### src/rtl/sonar_range_filter_if.sv
`default_nettype none
// ============================================================================
// Module   : sonar_range_filter_if
// Brief    : Sample-in / distance-out signal bundle for sonar_range_filter.
// Revision : 1.0
// ============================================================================
interface sonar_range_filter_if;
  logic        in_valid;
  logic [23:0] in_width;
  logic        in_timeout;
  logic        in_ready;
  logic        out_valid;
  logic [15:0] out_distance;
  logic        out_near;
  logic [7:0]  drop_cnt;

  modport master (
    output in_valid, in_width, in_timeout,
    input  in_ready, out_valid, out_distance, out_near, drop_cnt
  );

  modport slave (
    input  in_valid, in_width, in_timeout,
    output in_ready, out_valid, out_distance, out_near, drop_cnt
  );
endinterface
`default_nettype wire

### src/rtl/sonar_range_filter.sv
`default_nettype none
// ============================================================================
// Module   : sonar_range_filter
// Brief    : Echo width -> cm via 24-step restoring divide, clamp, optional
//            4-sample moving average (SONAR_RANGE_FILTER_AVG_EN), near flag.
// Revision : 1.0
// ============================================================================
module sonar_range_filter #(
  parameter int CYCLES_PER_CM = 2900,
  parameter int MAX_CM        = 400,
  parameter int NEAR_CM       = 30,
  parameter int HYST_CM       = 5
) (
  input  logic                 clk,
  input  logic                 reset_n,
  sonar_range_filter_if.slave  bus
);
  localparam int C_W_W   = 24;
  localparam int C_R_W   = $clog2(CYCLES_PER_CM);
  localparam int C_Q_W   = $clog2(MAX_CM + 1);
  localparam logic [C_R_W:0]   C_DIVISOR  = (C_R_W + 1)'(CYCLES_PER_CM);
  localparam logic [C_W_W-1:0] C_MAX_W    = C_W_W'(MAX_CM);
  localparam logic [C_Q_W-1:0] C_MAX_Q    = C_Q_W'(MAX_CM);
  localparam logic [C_Q_W-1:0] C_NEAR_SET = C_Q_W'(NEAR_CM);
  localparam logic [C_Q_W-1:0] C_NEAR_CLR = C_Q_W'(NEAR_CM + HYST_CM);
  localparam logic [4:0]       C_LAST_IT  = 5'd23;

  typedef enum logic [1:0] {
    S_IDLE   = 2'd0,
    S_DIV    = 2'd1,
    S_UPDATE = 2'd2
  } state_t;

  state_t             state_q, state_d;
  logic [4:0]         cnt_q, cnt_d;
  logic [C_W_W-1:0]   dvd_q, dvd_d;   // dividend shifts out MSB-first, quotient shifts in
  logic [C_R_W-1:0]   rem_q, rem_d;
  logic               tmo_q, tmo_d;
  logic [C_Q_W-1:0]   dist_q, dist_d;
  logic               near_q, near_d;
  logic               valid_q, valid_d;
  logic [7:0]         drop_q, drop_d;

  logic [C_R_W:0]     w_rem_sh;
  logic               w_ge;
  logic [C_Q_W-1:0]   w_q;
  logic [C_Q_W-1:0]   w_new;

  always_comb begin
    w_rem_sh = {rem_q, dvd_q[C_W_W-1]};
    w_ge     = (w_rem_sh >= C_DIVISOR);
    if (tmo_q || (dvd_q >= C_MAX_W)) begin
      w_q = C_MAX_Q;
    end else begin
      w_q = dvd_q[C_Q_W-1:0];
    end
  end

`ifdef SONAR_RANGE_FILTER_AVG_EN
  // Three previous samples; together with the incoming one they form the 4-entry window.
  logic [C_Q_W-1:0]   hist_q [3];
  logic [C_Q_W-1:0]   hist_d [3];
  logic               first_q, first_d;
  logic [C_Q_W+1:0]   w_sum;

  always_comb begin
    if (first_q) begin
      w_sum = {w_q, 2'b00};
    end else begin
      w_sum = (C_Q_W + 2)'(w_q) + (C_Q_W + 2)'(hist_q[0])
            + (C_Q_W + 2)'(hist_q[1]) + (C_Q_W + 2)'(hist_q[2]);
    end
    w_new = C_Q_W'(w_sum >> 2);
  end
`else
  assign w_new = w_q;
`endif

  always_comb begin
    state_d = state_q;
    cnt_d   = cnt_q;
    dvd_d   = dvd_q;
    rem_d   = rem_q;
    tmo_d   = tmo_q;
    dist_d  = dist_q;
    near_d  = near_q;
    valid_d = 1'b0;
    drop_d  = drop_q;
`ifdef SONAR_RANGE_FILTER_AVG_EN
    hist_d  = hist_q;
    first_d = first_q;
`endif
    if (bus.in_valid && (state_q != S_IDLE) && (drop_q != 8'hFF)) begin
      drop_d = drop_q + 8'd1;
    end
    case (state_q)
      S_IDLE: begin
        if (bus.in_valid) begin
          dvd_d   = bus.in_width;
          tmo_d   = bus.in_timeout;
          rem_d   = '0;
          cnt_d   = '0;
          state_d = S_DIV;
        end
      end
      S_DIV: begin
        rem_d = C_R_W'(w_ge ? (w_rem_sh - C_DIVISOR) : w_rem_sh);
        dvd_d = {dvd_q[C_W_W-2:0], w_ge};
        cnt_d = cnt_q + 5'd1;
        if (cnt_q == C_LAST_IT) begin
          state_d = S_UPDATE;
        end
      end
      S_UPDATE: begin
        dist_d = w_new;
        if (w_new < C_NEAR_SET) begin
          near_d = 1'b1;
        end else if (w_new >= C_NEAR_CLR) begin
          near_d = 1'b0;
        end
        valid_d = 1'b1;
        state_d = S_IDLE;
`ifdef SONAR_RANGE_FILTER_AVG_EN
        if (first_q) begin
          hist_d = '{w_q, w_q, w_q};
        end else begin
          hist_d = '{w_q, hist_q[0], hist_q[1]};
        end
        first_d = 1'b0;
`endif
      end
      default: state_d = S_IDLE;
    endcase
  end

  always_ff @(posedge clk) begin
    if (!reset_n) begin
      state_q <= S_IDLE;
      cnt_q   <= '0;
      dvd_q   <= '0;
      rem_q   <= '0;
      tmo_q   <= 1'b0;
      dist_q  <= '0;
      near_q  <= 1'b0;
      valid_q <= 1'b0;
      drop_q  <= '0;
`ifdef SONAR_RANGE_FILTER_AVG_EN
      hist_q  <= '{default: '0};
      first_q <= 1'b1;
`endif
    end else begin
      state_q <= state_d;
      cnt_q   <= cnt_d;
      dvd_q   <= dvd_d;
      rem_q   <= rem_d;
      tmo_q   <= tmo_d;
      dist_q  <= dist_d;
      near_q  <= near_d;
      valid_q <= valid_d;
      drop_q  <= drop_d;
`ifdef SONAR_RANGE_FILTER_AVG_EN
      hist_q  <= hist_d;
      first_q <= first_d;
`endif
    end
  end

  assign bus.in_ready     = (state_q == S_IDLE);
  assign bus.out_valid    = valid_q;
  assign bus.out_distance = 16'(dist_q);
  assign bus.out_near     = near_q;
  assign bus.drop_cnt     = drop_q;
endmodule
`default_nettype wire

### src/flat_wrapper.sv
// flat-port wrapper written by rule: the top's interface ports become plain ports
module sonar_range_filter_flat 
#(
  parameter int CYCLES_PER_CM = 2900,
  parameter int MAX_CM        = 400,
  parameter int NEAR_CM       = 30,
  parameter int HYST_CM       = 5
)
  (clk, reset_n, bus_in_valid, bus_in_width, bus_in_timeout, bus_in_ready, bus_out_valid, bus_out_distance, bus_out_near, bus_drop_cnt);
  sonar_range_filter_if bus_i ();
  input  logic clk;
  input  logic reset_n;
  input wire logic [$bits(bus_i.in_valid)-1:0] bus_in_valid;
  input wire logic [$bits(bus_i.in_width)-1:0] bus_in_width;
  input wire logic [$bits(bus_i.in_timeout)-1:0] bus_in_timeout;
  output wire logic [$bits(bus_i.in_ready)-1:0] bus_in_ready;
  output wire logic [$bits(bus_i.out_valid)-1:0] bus_out_valid;
  output wire logic [$bits(bus_i.out_distance)-1:0] bus_out_distance;
  output wire logic [$bits(bus_i.out_near)-1:0] bus_out_near;
  output wire logic [$bits(bus_i.drop_cnt)-1:0] bus_drop_cnt;
  assign bus_i.in_valid = bus_in_valid;
  assign bus_i.in_width = bus_in_width;
  assign bus_i.in_timeout = bus_in_timeout;
  assign bus_in_ready = bus_i.in_ready;
  assign bus_out_valid = bus_i.out_valid;
  assign bus_out_distance = bus_i.out_distance;
  assign bus_out_near = bus_i.out_near;
  assign bus_drop_cnt = bus_i.drop_cnt;
  sonar_range_filter #(.CYCLES_PER_CM(CYCLES_PER_CM), .MAX_CM(MAX_CM), .NEAR_CM(NEAR_CM), .HYST_CM(HYST_CM)) u_core (.clk(clk), .reset_n(reset_n), .bus(bus_i));
endmodule
### config.mk
export PLATFORM = sky130hd
export DESIGN_NAME = sonar_range_filter_flat
export DESIGN_NICKNAME = d
export VERILOG_FILES = /design/src/rtl/sonar_range_filter_if.sv /design/src/rtl/sonar_range_filter.sv /design/src/flat_wrapper.sv
export SDC_FILE = /design/constraint.sdc
export NUM_CORES = 1
export LEC_CHECK = 0
export CELL_PAD_IN_SITES_DETAIL_PLACEMENT = 2
export CELL_PAD_IN_SITES_GLOBAL_PLACEMENT = 2
export CORE_UTILIZATION = 30
export DETAILED_ROUTE_END_ITERATION = 12
export GPL_ROUTABILITY_DRIVEN = 0
export PLACE_DENSITY_LB_ADDON = 0.1
export REMOVE_ABC_BUFFERS = 1
export SKIP_CTS_REPAIR_TIMING = 1
export SLEW_MARGIN = 5
export SYNTH_ARGS = -nofsm -noshare
export SYNTH_HDL_FRONTEND = slang
export SYNTH_SLANG_ARGS = --single-unit
### constraint.sdc
create_clock -name clk -period 2.3 [get_ports clk]
set_input_delay 0.69 -clock clk [delete_from_list [all_inputs] [get_ports clk]]
set_output_delay 0.69 -clock clk [all_outputs]
set_load 0.02 [all_outputs]
; Yosys cells after proc, flatten, opt, wreduce, memory -nomap -nowiden
; Cells that the tools add are included.
[totals]
elab_cells = 47
ff_bits = 63
in_bits = 28
output_inout_bits = 27
[op_classes]
eq_ne = 6
n_reduce_logical = 11
mux = 14
n_lt_le_gt_ge = 4
add_sub_neg = 3
[ops]
columns = cell, n
row1 = 24-bit case mux with 2 select lines, 1
row2 = 24-bit by 9-bit >= comparator with 1-bit output (second input constant), 1
row3 = 12-bit two-way mux, 2
row4 = 24-bit two-way mux, 1
row5 = 12-bit case mux with 2 select lines, 1
row6 = 13-bit by 12-bit >= comparator with 1-bit output (second input constant), 1
row7 = 12-bit subtractor (second input constant), 1
row8 = 5-bit case mux with 2 select lines, 1
row9 = 9-bit by 6-bit >= comparator with 1-bit output (second input constant), 1
row10 = 9-bit by 5-bit less-than comparator with 1-bit output (second input constant), 1
row11 = 9-bit two-way mux, 1
row12 = 8-bit by 1-bit adder with 8-bit output (second input constant), 1
row13 = 8-bit inequality test (second input constant), 1
row14 = 2-bit AND reduction, 4
row15 = 2-bit nonzero test, 3
row16 = 5-bit by 1-bit adder with 5-bit output (second input constant), 1
row17 = 5-bit == test (second input constant), 1
row18 = 5-bit two-way mux, 1
row19 = 2-bit two-way mux, 2
row20 = 2-bit case mux with 2 select lines, 1
row21 = 1-bit two-way mux, 3
row22 = 2-bit by 1-bit == test with 1-bit output (second input constant), 1
row23 = 2-bit == test (second input constant), 1
row24 = 1-bit logical AND, 2
row25 = 4 further kinds, 4

; Logic depth before layout (Yosys ltp)
; Gate-level depths: netlist of run 1.
[depth]
depth_word = 6
depth_mapped = 8

; Least setup slack after synthesis of run 1
; OpenSTA, ideal clock, no wires.
[synth_timing]
path_type = input port to flip-flop
from = in bus_in_valid
to = reg u_core.cnt_q[2]
setup_ns = 0.128
stages = 7
required_ns = 2.172
setup_slack_ns = 0.423
arrival_ns = 1.750
path_buffers = 2
path_cell_list = or3b_2 buf_2 nand2_1 buf_4 o21ai_0 a21oi_1 nor2_1
[synth_between]
elab_chain_cells = 2
[synth_lines]
columns = item, line_no
row1 = from (decl), flat_wrapper.sv:13  ; input wire logic [$bits(bus_i.in_valid)-1:0] bus_in_valid;
row2 = 2-bit inequality test (no line), n/a
row3 = 2-bit AND reduction (no line), n/a
row4 = to (signal assigned), sonar_range_filter.sv:153  ; cnt_q <= cnt_d;
row5 = to (decl), sonar_range_filter.sv:35  ; logic [4:0] cnt_q, cnt_d;
; Every way passes these cells.
; A chain may end at the register's enable or synchronous reset.

; Worst setup path after layout of run 1
[layout_timing]
from = reg u_core.state_q[0]
to = out bus_in_ready
[layout_between]
elab_chain_cells = 1
[layout_lines]
columns = item, line_no
row1 = from (decl), sonar_range_filter.sv:34  ; state_t state_q, state_d;
row2 = from (signal assigned), sonar_range_filter.sv:152  ; state_q <= state_d;
row3 = 2-bit zero test, sonar_range_filter.sv:168  ; assign bus.in_ready = (state_q == S_IDLE);
row4 = to (decl), flat_wrapper.sv:16  ; output wire logic [$bits(bus_i.in_ready)-1:0] bus_in_ready;
; Every way passes these cells.

==> results of run 1 <==
## stage by stage
step | utilization [%] | TNS, ns | std cells | hold slack, ns | power, mW
final | 39.32 | 0 | 503 | 0.4654 | 2.336
after global routing | 39.32 | 0 | 503 | 0.5082 | 2.465
after CTS | 39.32 | 0 | 503 | 0.4731 | 2.382
after detailed placement | 37.54 | -0.8798 | 488 | 0.4608 | 1.518
after global placement | 37.54 | -0.3141 | 488 | 0.4552 | 1.510
after floorplan | - | -0.09963 | 313 | 0.4354 | 1.352
## critical path: stages (launching register included)
cell and delay, ns:
dfxtp_1 0.35, nor2_1 0.14, clkdlybuf4s50_1 0.64
## sequential cells by signal (all words and copies together) (netlist names)
register and flops:
u_core.dvd_q 24, u_core.rem_q 12, u_core.dist_q 9, u_core.bus.drop_cnt 8, u_core.cnt_q 5, u_core.state_q 2
u_core.bus.out_near 1, u_core.bus.out_valid 1, u_core.tmo_q 1
## worst max-delay path by stage
stage                                          to  depth (start not counted)
floorplan            u_core.rem_q[3]$_SDFFE_PN0P_                          4
global route                         bus_in_ready                          2
finish                               bus_in_ready                          2
global placement    u_core.rem_q[11]$_SDFFE_PN0P_                          5
CTS                                  bus_in_ready                          2
detailed placement  u_core.rem_q[11]$_SDFFE_PN0P_                          5
## cells in the final DEF (no fill, tap or decap), types with 10 or more instances in the layout
| master | count |
|---|---|
| clkbuf_8 | 10 |
| nor2_1 | 61 |
| buf_4 | 17 |
| nand3_1 | 10 |
| dfxtp_1 | 63 |
| nand2_1 | 23 |
| clkdlybuf4s50_1 | 47 |
| a21oi_1 | 22 |
| o21ai_0 | 14 |
| o221ai_1 | 18 |
## kinds of logic (layout without fill, tap and decap cells)
logic type                 count (synthesis)  in the layout  synth area share, %
xor gates and xnor gates                  14             14                4.323
DFF                                       63             63                44.46
adders and majority gates                  4              4                1.765
and+or+nand+nor                          128            128                20.91
AOI/OAI and AO/OA                         89             89                22.06
muxes                                      1              1               0.3529
other                                      1              7               0.1322
buffers and inverters                     35             86                5.999
## routing by layer
layer	vias up	GRT usage, %	routed length [um]
met5	-	0	0
met4	0	6.448	157
met3	11	4.146	276
met2	45	31.25	4128
met1	1329	23.76	4089
li1	1286	-	-
## power groups by stage
stage	registers [mW]	clock network, mW	logic [mW]
4_1_cts	1.19	0.886	0.305
3_5_place_dp	1.22	0	0.303
6_report	1.19	0.847	0.299
5_1_grt	1.20	0.938	0.330
2_1_floorplan	1.20	0	0.154
3_3_place_gp	1.21	0	0.296
## final cells by class
class / instances / area, um2 / area share (%)
Multi-Input combinational cell: 243 / 1428 / 39.48
Clock inverter: 4 / 22.52 / 0.6228
Inverter: 7 / 26.28 / 0.7266
Clock buffer: 11 / 141.4 / 3.910
Tap cell: 111 / 138.9 / 3.841
Sequential cell: 63 / 1261 / 34.88
Timing Repair Buffer: 64 / 598.1 / 16.54
==> flow_metrics.py, run 1 <==
metrics = {
    "outcome": {
        "status": "finished clean",
    },
    "power_and_ir_drop": {
        "p_leak_nw": 1.322,
        "power_frac_clock_pct": 36.3,
        "internal-power_mw": 1.681,
        "power_frac_comb_pct": 12.8,
        "pwr-share-seq_pct": 50.9,
        "p_sw_mw": 0.6551,
        "p_sw_share_pct": 28.04,
        "vdd_drop_max_v": 0.0002396,
        "p_per_area_nw_per_um2": 646.0,
    },
    "timing": {
        "fin_skew_ns": 0.006795,
        "fin_crit_ns": 2.165,
        "relSlewSlack_pct": 50.50,
        "rsz0062_at_grt": "false",
        "tightest_slew_ns": 0.7397,
        "fin_crit_sh_pct": 94.12,
        "fmax_mhz": 462.0,
        "worst_slack_ns": 0.1354,
        "hold_viol_final": 0,
        "finalSetupViolCount": 0,
        "finalMaxSlewViolations": 0,
    },
    "detailed_routing": {
        "antenna_left": 0,
        "first_pass_iters": 4,
        "drtIter0Drc": 70,
        "drc": 0,
        "vias": 2671,
        "wl_um": 8651,
        "vias_per_cell": 5.310,
        "wl_per_cell_um": 17.20,
    },
    "logic_synthesis": {
        "ys_warn_count": 0,
        "synth_cells": 335,
        "ys_seq_area_share_pct": 44.46,
        "synth_top_area_cell": "dfxtp_1",
        "async_reset_ff_share_pct": 0,
        "synth-main-ff-cell": "dfxtp_1",
        "synth.distinct_cells": 50,
        "synth_seq_cells": 63,
        "postSynthAreaPerCell_um2": 8.467,
        "synthTopCellsByCount": "63 x dfxtp_1, 61 x nor2_1, 23 x nand2_1",
        "netlist_area_um2": 2836,
        "synth.most_common_cell": "dfxtp_1",
        "netlist_top_cells_area": "dfxtp_1 44%, nor2_1 8.1%, o221ai_1 5.6%, a21oi_1 3.9%, nand2_1 3.0%",
        "synth.top_cell.area_share_pct": 44.46,
        "synth-edff-count": 0,
    },
    "grt": {
        "grt_pass1_wl_um": 14350,
        "antenna_found_initial": 0,
        "grt_overflow": 0,
        "grtUsageTotal_pct": 18.69,
        "grt_max_degree": 31,
        "grt_pass1_vias": 2772,
    },
    "clock_tree": {
        "clkLatencyLatePin_ns": 0.34,
        "numCtsBuffers": 9,
        "cts_root_buf": "clkbuf_8",
        "cts_max_level": 3,
        "clk_path_buf_depth": 2,
        "cts_tree": "yes",
        "clkTransAtPathRegs_ns": 0.07,
        "cts_num_sinks": 63,
    },
    "worst_setup_path": {
        "end_kind": "output pin",
        "path_max_fanout": 7,
        "r2r-start": "u_core.rem_q[2]$_SDFFE_PN0P_",
        "cp.required_ns": 1.61,
        "cp.arrival_ns": 1.47,
        "r2r_end": "u_core.dvd_q[0]$_SDFFE_PN0P_",
        "critPathLaunchType": "register",
        "crit_start": "u_core.state_q[0]$_SDFFE_PN0P_",
        "reg2regPathDepth": 7,
        "critPathKind": "reg -> out",
        "ff2ff_setup_slack_ns": 0.41,
    },
    "finish": {
        "synthToLayoutAreaGrowth_pct": 27.48,
        "final_cell_area_um2": 3616,
        "fillCellCount": 1084,
        "finish.net_count": 420,
        "diodes": 0,
        "drive_gt1_share_pct": 9.694,
    },
    "floorplan": {
        "fp-row-count": 35,
        "coreArea_um2": 9196,
        "die_h_um": 99.24,
        "die-area_um2": 9848,
        "initial_core_util_pct": 30.84,
        "dieWidth_um": 99.24,
        "io_pins": 55,
    },
    "run": {
        "maxCapViolations": 0,
    },
    "min_path": {
        "hold_end": "u_core.tmo_q$_SDFFE_PN0P_",
        "hold_path_class": "reg -> reg",
        "min_from": "u_core.tmo_q$_SDFFE_PN0P_",
        "whs_path_depth": 2,
    },
    "placed_design": {
        "placement.io_buffers": 47,
        "place_ws_ns": -0.1236,
        "dpl.hpwl_um": 6101,
        "place_area_um2": 3452,
    },
}
(Power assumes the default switching activity.)
==> run 2, diff against run 1 <==
- CAP_MARGIN: not set -> 20
- PLACE_DENSITY: not set -> 0.8
- PLACE_DENSITY_LB_ADDON: 0.1 -> not set
==> flow_metrics.py, run 2 (synthesized netlist as in run 1, its figures left out) <==
metrics = {
    "grt": {
        "grt_pass1_wl_um": 14500,
        "grt_overflow": 0,
        "antenna_found_initial": 0,
        "grtUsageTotal_pct": 18.88,
        "grt_pass1_vias": 2974,
        "grt_max_degree": 27,
    },
    "clock_tree": {
        "cts_root_buf": "clkbuf_8",
        "cts_max_level": 3,
        "clkLatencyLatePin_ns": 0.34,
        "cts_tree": "yes",
        "cts_num_sinks": 63,
        "clk_path_buf_depth": 2,
        "numCtsBuffers": 9,
        "clkTransAtPathRegs_ns": 0.07,
    },
    "worst_setup_path": {
        "end_kind": "output pin",
        "path_buf_inv": 1,
        "critPathLaunchType": "register",
        "worstPathCellList": "nor2_1, clkdlybuf4s50_1",
        "cp.arrival_ns": 1.48,
        "slowest_delay_ns": 0.63,
        "critPathKind": "reg -> out",
        "worst_path_max_delay_cell": "clkdlybuf4s50_1",
        "cp.required_ns": 1.61,
        "path_max_fanout": 7,
        "crit_family": "buffers and inverters",
    },
    "finish": {
        "largest_reg_flops": 24,
        "regMostFlops": "u_core.dvd_q",
        "layout_common_cells": "63 x dfxtp_1, 61 x nor2_1, 47 x clkdlybuf4s50_1",
        "finish.net_count": 420,
        "layout.cells.non_filler": 504,
        "largestRegisters": "u_core.dvd_q x24, u_core.rem_q x12, u_core.dist_q x9",
        "layout.cells.most_common": "dfxtp_1",
        "diodes": 0,
        "fillCellCount": 1055,
        "synthToLayoutAreaGrowth_pct": 27.26,
        "drive_gt1_share_pct": 9.415,
    },
    "detailed_routing": {
        "first_pass_iters": 4,
        "antenna_left": 0,
        "drc": 0,
        "vias_per_cell": 5.302,
        "drtIter0Drc": 41,
        "wl_per_cell_um": 17.21,
        "wl_um": 8676,
        "vias": 2672,
    },
    "placed_design": {
        "dp.cells": 488,
        "dpl.hpwl_um": 6313,
        "place_ws_ns": -0.1236,
        "placement.io_buffers": 47,
    },
    "timing": {
        "fin_crit_ns": 2.173,
        "fin_setup_tns_ns": 0,
        "finalSetupViolCount": 0,
        "tightest_slew_ns": 0.6914,
        "finalMaxSlewViolations": 0,
        "relSlewSlack_pct": 53.74,
        "fmax_mhz": 460.1,
        "fin_crit_sh_pct": 94.49,
        "hold_viol_final": 0,
        "hold_slack_ns": 0.4820,
        "worst_slack_ns": 0.1268,
        "rsz0062_at_grt": "false",
        "fin_skew_ns": 0.009065,
    },
    "power_and_ir_drop": {
        "power.total_mw": 2.304,
        "p_per_area_nw_per_um2": 638.4,
        "p_leak_nw": 1.316,
        "vdd_drop_max_v": 0.0003174,
    },
    "floorplan": {
        "fp-row-count": 35,
        "dieWidth_um": 99.24,
        "die_h_um": 99.24,
        "initial_core_util_pct": 30.84,
        "io_pins": 55,
        "coreArea_um2": 9196,
        "die-area_um2": 9848,
    },
    "run": {
        "maxCapViolations": 0,
    },
    "outcome": {
        "status": "finished clean",
    },
    "min_path": {
        "hold_path_class": "reg -> reg",
    },
}
run 2: metrics by stage:
step                area, um2  utilization, %
floorplan                2715               -
global placement         3452           37.54
detailed placement       3452           37.54
CTS                      3610           39.25
global route             3610           39.25
finish                   3610           39.25
run 2: layout make-up:
cell class	count	area, um2	share of cell area [%]
timing repair buffer	64	598.1	16.57
clock buffer	12	135.1	3.744
tap	111	138.9	3.847
multi-input combinational	243	1428	39.55
inverter	7	26.28	0.7279
sequential	63	1261	34.94
clock inverter	4	22.52	0.6239
run 2: routing by layer:
metal,GRT usage (%),vias to the layer above,wire [um]
met5,0,-,0
met4,5.204,0,116
met3,5.060,12,289
met2,33.49,46,4387
met1,22.39,1321,3882
li1,-,1293,-
run 2: report_power, final:
part	leakage [nW]	internal, mW	switching [mW]
Combinational	0.722	0.133	0.165
Clock	0.0801	0.386	0.429
Sequential	0.514	1.14	0.0514
Total	1.32	1.66	0.646
run 2: worst paths after layout:
check | start | endpoint | slack, ns | cells after the start
worst min-delay path | u_core.tmo_q$_SDFFE_PN0P_ | u_core.tmo_q$_SDFFE_PN0P_ | 0.48 | 2
worst min register to register | u_core.tmo_q$_SDFFE_PN0P_ | u_core.tmo_q$_SDFFE_PN0P_ | 0.48 | 2
worst max register to register | u_core.rem_q[2]$_SDFFE_PN0P_ | u_core.dvd_q[0]$_SDFFE_PN0P_ | 0.36 | 7
worst max-delay path | u_core.state_q[0]$_SDFFE_PN0P_ | bus_in_ready | 0.13 | 2
run 2: worst min-delay path: stages, from the launching register on:
cell,delay [ns]
dfxtp_1,0.32
nand2_1,0.06
a21oi_1,0.06
==> run 3, diff against run 2 <==
- CORE_UTILIZATION: 30 -> 33
- PLACE_DENSITY: 0.8 -> 0.87
- clock period: 2.3 -> 2.6 ns (I/O delays scaled with it)
==> flow_metrics.py, run 3 (synthesized netlist as in run 1, its figures left out) <==
metrics = {
    "worst_setup_path": {
        "cp.required_ns": 1.82,
        "slowest_delay_ns": 0.63,
        "worst_path_max_delay_cell": "clkdlybuf4s50_1",
        "cp.arrival_ns": 1.50,
        "path_max_fanout": 7,
        "critPathLaunchType": "register",
        "worstPathCellList": "nor2_1, clkdlybuf4s50_1",
        "critPathKind": "reg -> out",
        "end_kind": "output pin",
    },
    "timing": {
        "fin_setup_tns_ns": 0,
        "worst_slack_ns": 0.3189,
        "fmax_mhz": 438.4,
        "fin_crit_sh_pct": 87.74,
        "hold_viol_final": 0,
        "relSlewSlack_pct": 50.97,
        "finalMaxSlewViolations": 0,
        "fin_crit_ns": 2.281,
        "hold_slack_ns": 0.4793,
        "fin_skew_ns": 0.006978,
        "finalSetupViolCount": 0,
        "tightest_slew_ns": 0.7328,
        "rsz0062_at_grt": "false",
    },
    "detailed_routing": {
        "vias": 2711,
        "antenna_left": 0,
        "vias_per_cell": 5.521,
        "first_pass_iters": 4,
        "drc": 0,
        "wl_per_cell_um": 18.96,
        "wl_um": 9309,
        "drtIter0Drc": 81,
    },
    "clock_tree": {
        "cts_num_sinks": 63,
        "numCtsBuffers": 9,
        "clkTransAtPathRegs_ns": 0.07,
        "cts_root_buf": "clkbuf_8",
        "clkLatencyLatePin_ns": 0.34,
        "cts_max_level": 3,
        "cts_tree": "yes",
        "clk_path_buf_depth": 2,
    },
    "floorplan": {
        "die_h_um": 94.71,
        "die-area_um2": 8970,
        "fp-row-count": 33,
        "coreArea_um2": 8258,
        "io_pins": 55,
        "dieWidth_um": 94.71,
        "initial_core_util_pct": 34.35,
    },
    "placed_design": {
        "dp.cells": 476,
        "place_area_um2": 3400,
        "dpl.hpwl_um": 6367,
        "place_ws_ns": 0.1159,
        "placement.io_buffers": 47,
    },
    "finish": {
        "layout.cells.most_common": "dfxtp_1",
        "largest_reg_flops": 24,
        "layout.cells.non_filler": 491,
        "largestRegisters": "u_core.dvd_q x24, u_core.rem_q x12, u_core.dist_q x9",
        "layout_common_cells": "63 x dfxtp_1, 61 x nor2_1, 47 x clkdlybuf4s50_1",
        "diodes": 0,
        "final_cell_area_um2": 3596,
        "synthToLayoutAreaGrowth_pct": 26.78,
        "regMostFlops": "u_core.dvd_q",
        "drive_gt1_share_pct": 8.549,
        "finish.net_count": 414,
    },
    "grt": {
        "antenna_found_initial": 0,
        "grt_overflow": 0,
        "grtUsageTotal_pct": 22.45,
        "grt_max_degree": 31,
        "grt_pass1_vias": 2963,
        "grt_pass1_wl_um": 15140,
    },
    "min_path": {
        "hold_path_class": "reg -> reg",
    },
    "power_and_ir_drop": {
        "p_leak_nw": 1.312,
        "p_per_area_nw_per_um2": 607.3,
        "vdd_drop_max_v": 0.0002384,
    },
    "outcome": {
        "status": "finished clean",
    },
    "run": {
        "maxCapViolations": 0,
    },
}
==> run 3: changes by cell type in the layout (fill, tap and decap cells not counted), sizes merged <==
cell / previous run / this run
bufinv: 0 / 1
clkinvlp: 1 / 0
buf: 17 / 11
clkbuf: 12 / 11
==> run 3: cell type report <==
cell class              instances  area [um2]
inverters                       7       26.28
clock inverters                 4       45.04
clock buffers                  11       151.4
well taps                     105       131.4
flip-flops and latches         63        1261
multi-input cells             243        1428
repair buffers                 58       553.0
fillers                       938        4662
==> run 3: stage by stage <==
step / power, mW / util, %
2_1_floorplan: 1.196 / -
3_3_place_gp: 1.319 / 41.17
3_5_place_dp: 1.336 / 41.17
4_1_cts: 2.203 / 43.55
5_1_grt: 2.277 / 43.55
6_report: 2.184 / 43.55
==> run 3: worst max-delay path, delay by kind of cell (launching register included) <==
family	cells	cell delay (ns)
simple gates	1	0.16
flops	1	0.37
buf+inv	1	0.63
==> run 3: layer usage <==
metal / up-vias / GRT usage [%] / part of all wire [%]
met2: 70 / 38.61 / 51
met4: 0 / 8.207 / 2.4
met5: - / 0 / 0
met1: 1344 / 26.23 / 42
met3: 19 / 6.683 / 4.4
li1: 1278 / - / -
==> run 3: path summary, 6_finish.rpt <==
check                                 start                      endpoint  slack [ns]  cells past startpoint
min               u_core.tmo_q$_SDFFE_PN0P_     u_core.tmo_q$_SDFFE_PN0P_        0.48                      2
max reg2reg    u_core.rem_q[1]$_SDFFE_PN0P_  u_core.rem_q[3]$_SDFFE_PN0P_        0.55                      5
max          u_core.state_q[0]$_SDFFE_PN0P_                  bus_in_ready        0.32                      2
min reg2reg       u_core.tmo_q$_SDFFE_PN0P_     u_core.tmo_q$_SDFFE_PN0P_        0.48                      2
==> run 3: report_power, final <==
part           leakage [nW]  switching, mW  internal, mW  total [mW]
sequential            0.514         0.0481          1.01        1.06
clock                 0.105          0.377         0.485       0.862
combinational         0.693          0.154         0.112       0.265
total                  1.31          0.579          1.60        2.18
